[src/rtl/if_fetch.sv]
// if_fetch: IF stage owning the PC; single-outstanding req/gnt/rvalid imem fetch.
// IF_MISALIGN_CHK_EN adds misalign_o and word-aligns redirect targets.
module if_fetch #(
  parameter int                    DATA_WIDTH = 32,
  parameter logic [DATA_WIDTH-1:0] RESET_PC   = '0
) (
  input  logic                  clk,
  input  logic                  rst,
  input  logic                  stall_i,
  input  logic                  redirect_i,
  input  logic [DATA_WIDTH-1:0] redirect_pc_i,
  output logic                  imem_req_o,
  output logic [DATA_WIDTH-1:0] imem_addr_o,
  input  logic                  imem_gnt_i,
  input  logic                  imem_rvalid_i,
  input  logic [DATA_WIDTH-1:0] imem_rdata_i,
  output logic [DATA_WIDTH-1:0] inst_o,
  output logic [DATA_WIDTH-1:0] pc_o,
  output logic [DATA_WIDTH-1:0] pcn_o,
  output logic                  inst_valid_o
`ifdef IF_MISALIGN_CHK_EN
  ,
  output logic                  misalign_o
`endif
);

  typedef enum logic [1:0] {
    S_IDLE,
    S_REQ,
    S_WAIT,
    S_OUT
  } state_t;

  state_t                r_state;
  state_t                w_next;
  logic [DATA_WIDTH-1:0] r_pc;
  logic [DATA_WIDTH-1:0] r_inst;
  logic [DATA_WIDTH-1:0] r_pco;
  logic [DATA_WIDTH-1:0] r_pcn;
  logic                  r_drop;
  logic                  r_valid;
  logic [DATA_WIDTH-1:0] w_pc_inc;
  logic [DATA_WIDTH-1:0] w_tgt;
  logic                  w_capture;

  assign w_pc_inc = r_pc + DATA_WIDTH'(4);

`ifdef IF_MISALIGN_CHK_EN
  logic r_mis;

  assign w_tgt      = {redirect_pc_i[DATA_WIDTH-1:2], 2'b00};
  assign misalign_o = r_mis;

  always_ff @(posedge clk) begin
    if (rst) r_mis <= 1'b0;
    else     r_mis <= redirect_i && (redirect_pc_i[1:0] != 2'b00);
  end
`else
  assign w_tgt = redirect_pc_i;
`endif

  // A response is only kept if nothing squashed it before or during rvalid
  assign w_capture = (r_state == S_WAIT) && imem_rvalid_i &&
                     !r_drop && !redirect_i;

  always_ff @(posedge clk) begin
    if (rst) r_state <= S_IDLE;
    else     r_state <= w_next;
  end

  always_comb begin
    w_next = r_state;
    unique case (r_state)
      S_IDLE: w_next = S_REQ;
      S_REQ:  if (imem_gnt_i) w_next = S_WAIT;
      S_WAIT: if (imem_rvalid_i) w_next = w_capture ? S_OUT : S_REQ;
      S_OUT:  if (redirect_i || !stall_i) w_next = S_REQ;
    endcase
  end

  always_ff @(posedge clk) begin
    if (rst) begin
      r_pc    <= RESET_PC;
      r_drop  <= 1'b0;
      r_valid <= 1'b0;
      r_inst  <= '0;
      r_pco   <= '0;
      r_pcn   <= '0;
    end else if (redirect_i) begin
      r_pc    <= w_tgt;
      r_valid <= 1'b0;
      if (r_state == S_REQ && imem_gnt_i)
        r_drop <= 1'b1;
      else if (r_state == S_WAIT)
        r_drop <= !imem_rvalid_i;
    end else begin
      if (w_capture) begin
        r_inst  <= imem_rdata_i;
        r_pco   <= r_pc;
        r_pcn   <= w_pc_inc;
        r_valid <= 1'b1;
        r_pc    <= w_pc_inc;
      end
      if (r_state == S_WAIT && imem_rvalid_i && r_drop)
        r_drop <= 1'b0;
      if (r_state == S_OUT && !stall_i)
        r_valid <= 1'b0;
    end
  end

  assign imem_req_o   = (r_state == S_REQ);
  assign imem_addr_o  = (r_state == S_IDLE) ? '0 : r_pc;
  assign inst_o       = r_inst;
  assign pc_o         = r_pco;
  assign pcn_o        = r_pcn;
  assign inst_valid_o = r_valid;

endmodule

[config.mk]
export PLATFORM = sky130hd
export DESIGN_NAME = if_fetch
export DESIGN_NICKNAME = d
export VERILOG_FILES = /design/src/rtl/if_fetch.sv
export SDC_FILE = /design/constraint.sdc
export NUM_CORES = 1
export LEC_CHECK = 0
export ABC_AREA = 1
export CAP_MARGIN = 20
export CORE_UTILIZATION = 53
export DETAILED_ROUTE_END_ITERATION = 12
export DONT_BUFFER_PORTS = 1
export GPL_ROUTABILITY_DRIVEN = 0
export GPL_TIMING_DRIVEN = 0
export PLACE_DENSITY = 0.68
export SYNTH_ARGS = -nofsm -noshare
export SYNTH_HDL_FRONTEND = slang
export SYNTH_SLANG_ARGS = --single-unit
[constraint.sdc]
create_clock -name clk -period 2 [get_ports clk]
set_input_delay 0.3 -clock clk [delete_from_list [all_inputs] [get_ports clk]]
set_output_delay 0.3 -clock clk [all_outputs]
set_load 0.005 [all_outputs]
==> qor.txt <==
Final Slew Violations -> 0
Synth cell types -> 32
CTS Buf Count -> 17
Post-route worst setup slack -> 0.0720 ns
Yosys top cell by area -> dfxtp_1
DR vias -> 5,605
Unrepaired setup endpoints after global routing -> true
Port Buffers -> 0
First-pass GRT wire length -> 26.9 mm
CP Data Arrival Time -> 2.37 ns
Post-synth EDFFs -> 0
Top post-synthesis cells by count -> nand2_1 (147), nor2_1 (139), dfxtp_1 (130)
Placed Area -> 0.00594 mm^2
Ys flop type -> dfxtp_1
Fin area -> 0.00698 mm^2
CTS sink cnt -> 130
Status -> complete, no violations
Max_cap viols -> 0
CTS H-Tree Depth -> 4
Type of the worst setup path -> reg2reg
Post-synth top area share -> 45.1%
Gr usage total -> 30.9%
CP max FO -> 10
Cells after Synth -> 798
Root Buffer -> clkbuf_8
TritonCTS clock tree -> done
Worst EP required -> 2.44 ns
Post-DRT Antenna Nets -> 0
Vias/cell -> 5.55
Static leakage -> 2.64 nW
Area Growth Syn to Fin -> 20.9%
Post-place setup slack -> 0.143 ns
Initial Util -> 55.4%
Kind of end point of the critical path -> register
Worst slew pin tran -> 0.540 ns
Routed WL -> 17.5 mm
Fin nets -> 937
Num ports -> 200
Syn_nets -> 873
Final Skew -> 0.00734 ns
Layout cell share with drive strength beyond 1 -> 11.7%
Routed WL per cell -> 17.3 um
Yosys reg bits -> 130
Iter 0 DRT Violations -> 427
TritonRoute pass-1 iters -> 5
Seq/Total Area, Yosys -> 45.1%
Die area -> 0.0113 mm^2
Startpoint Class -> register
Ys Warns -> 0
Worst skew pair latency -> 0.52 ns
Mean Syn Cell Area -> 7.23 um^2
Core Box Area -> 0.0104 mm^2
Period Utilization, post-route -> 96.4%
Max Root-Sink Buffers -> 2
Largest net degree at the start of global routing -> 17
Vias in the first global route -> 5,477
Filler cells -> 898
Die Ht -> 106 um
Final setup violation count -> 0
Worst-path clk slew -> 0.06 ns
Synth Cell Area -> 0.00577 mm^2
Grt ovf -> 0
Residual DRC -> 0
Most common cell in the netlist -> nand2_1
Power Total -> 6.65 mW
Fmax -> 519 MHz
Initial antenna violation count -> 0
Final core occ -> 67.0%
Post-DP HPWL -> 12.7 mm
Cell Rows -> 37
Hold Crit Class -> in2reg
Die Wd -> 106 um
Max IR drop VDD -> 0.511 mV
Async SR Flop Fraction -> 0%
Ant. Diodes -> 0
Main area contributors after synthesis -> dfxtp_1 (45%), nand2_1 (9.6%), nor2_1 (9.0%)
Fin. Hold Viols -> 0
Crit path time final -> 1.93 ns
Relative slew slack -> 63.7%
Power per cell area -> 953 mW/mm^2
final timing paths:
check                                       start          to  slack (ns)  depth (start not counted)
worst max-delay path                   r_state[0]  inst_o[27]        0.07                          9
worst min-delay path            redirect_pc_i[30]    r_pc[30]        0.03                          4
worst max register to register         r_state[0]  inst_o[27]        0.07                          9
worst min register to register           pcn_o[6]    pcn_o[6]        0.48                          2
layer usage:
layer	vias up	part of all wire [%]	track usage (%)
li1	2708	-	-
met5	-	0	0
met4	0	1.3	10.0
met2	240	47	52.2
met1	2635	41	36.6
met3	22	9.9	10.5
timing repair:
item / CTS / global route
hold endpoints to repair: 45 / 0
buffers inserted: 0 / 0
gates cloned: 0 / 0
hold buffers: 45 / 0
gates resized for setup: 10 / 4
endpoints found under the setup margin: 30 / 37
flip-flops by register name (all words and copies together) (netlist names):
| register | cells |
|---|---|
| r_drop | 1 |
| r_state | 2 |
| inst_valid_o | 1 |
| pc_o | 32 |
| r_pc | 32 |
| inst_o | 32 |
| pcn_o | 30 |
layout by cell type (no fill, tap or decap), types with 7 or more instances in the layout:
| cell | netlist | routed |
|---|---|---|
| a31oi_1 | 7 | 7 |
| nor2_1 | 139 | 134 |
| nor2_2 | 5 | 10 |
| nand2_1 | 147 | 147 |
| clkbuf_16 | 0 | 16 |
| nand3_2 | 20 | 20 |
| dfxtp_1 | 130 | 130 |
| inv_1 | 67 | 67 |
| a21oi_1 | 86 | 86 |
| buf_2 | 12 | 13 |
| clkbuf_1 | 23 | 22 |
| nand3_1 | 17 | 17 |
| dlygate4sd3_1 | 0 | 45 |
| o21ai_0 | 101 | 100 |
where the power goes:
group | switching, mW | internal (mW)
Clock | 1.13 | 1.83
Combinational | 0.540 | 0.296
Sequential | 0.125 | 2.73
Total | 1.80 | 4.86
per-stage QoR:
| step | setup TNS [ns] | cells | hold slack (ns) |
|---|---|---|---|
| after CTS | 0 | 1010 | 0.0177 |
| after floorplan | 0 | 798 | 0.453 |
| after global placement | 0 | 934 | 0.459 |
| after detailed placement | 0 | 934 | 0.465 |
| after global routing | -0.190 | 1010 | 0.0355 |
| final | 0 | 1010 | 0.0284 |
worst max-delay path, stage by stage, from the launching register on:
cell	delay (ns)
dfxtp_1	0.37
inv_1	0.09
ha_1	0.22
nand2_2	0.12
nor2_8	0.07
nand2_4	0.10
buf_2	0.26
buf_1	0.33
o21ai_0	0.15
nor2_1	0.14
area by class of cell:
cell class / count / area (um^2) / share of cell area [%]
sequential: 130 / 2600 / 37.3
buffer: 45 / 240 / 3.44
clock buffer: 22 / 453 / 6.49
clock inverter: 9 / 108 / 1.54
timing repair buffer: 45 / 450 / 6.46
multi-input combinational: 553 / 2690 / 38.6
tap: 136 / 170 / 2.44
inverter: 70 / 264 / 3.78
kinds of logic (layout without fill, tap and decap cells):
group	count (synthesis)	count (layout)	synth area share, %
AND/OR/NAND/NOR	345	345	27.0
AO/OA/AOI/OAI	201	201	18.0
flip-flops	130	130	45.1
buffers and inverters	115	191	8.52
adder cells (fa/ha/maj)	5	5	1.08
XOR/XNOR	2	2	0.304
No activity file was read; power rests on OpenSTA's default activity.
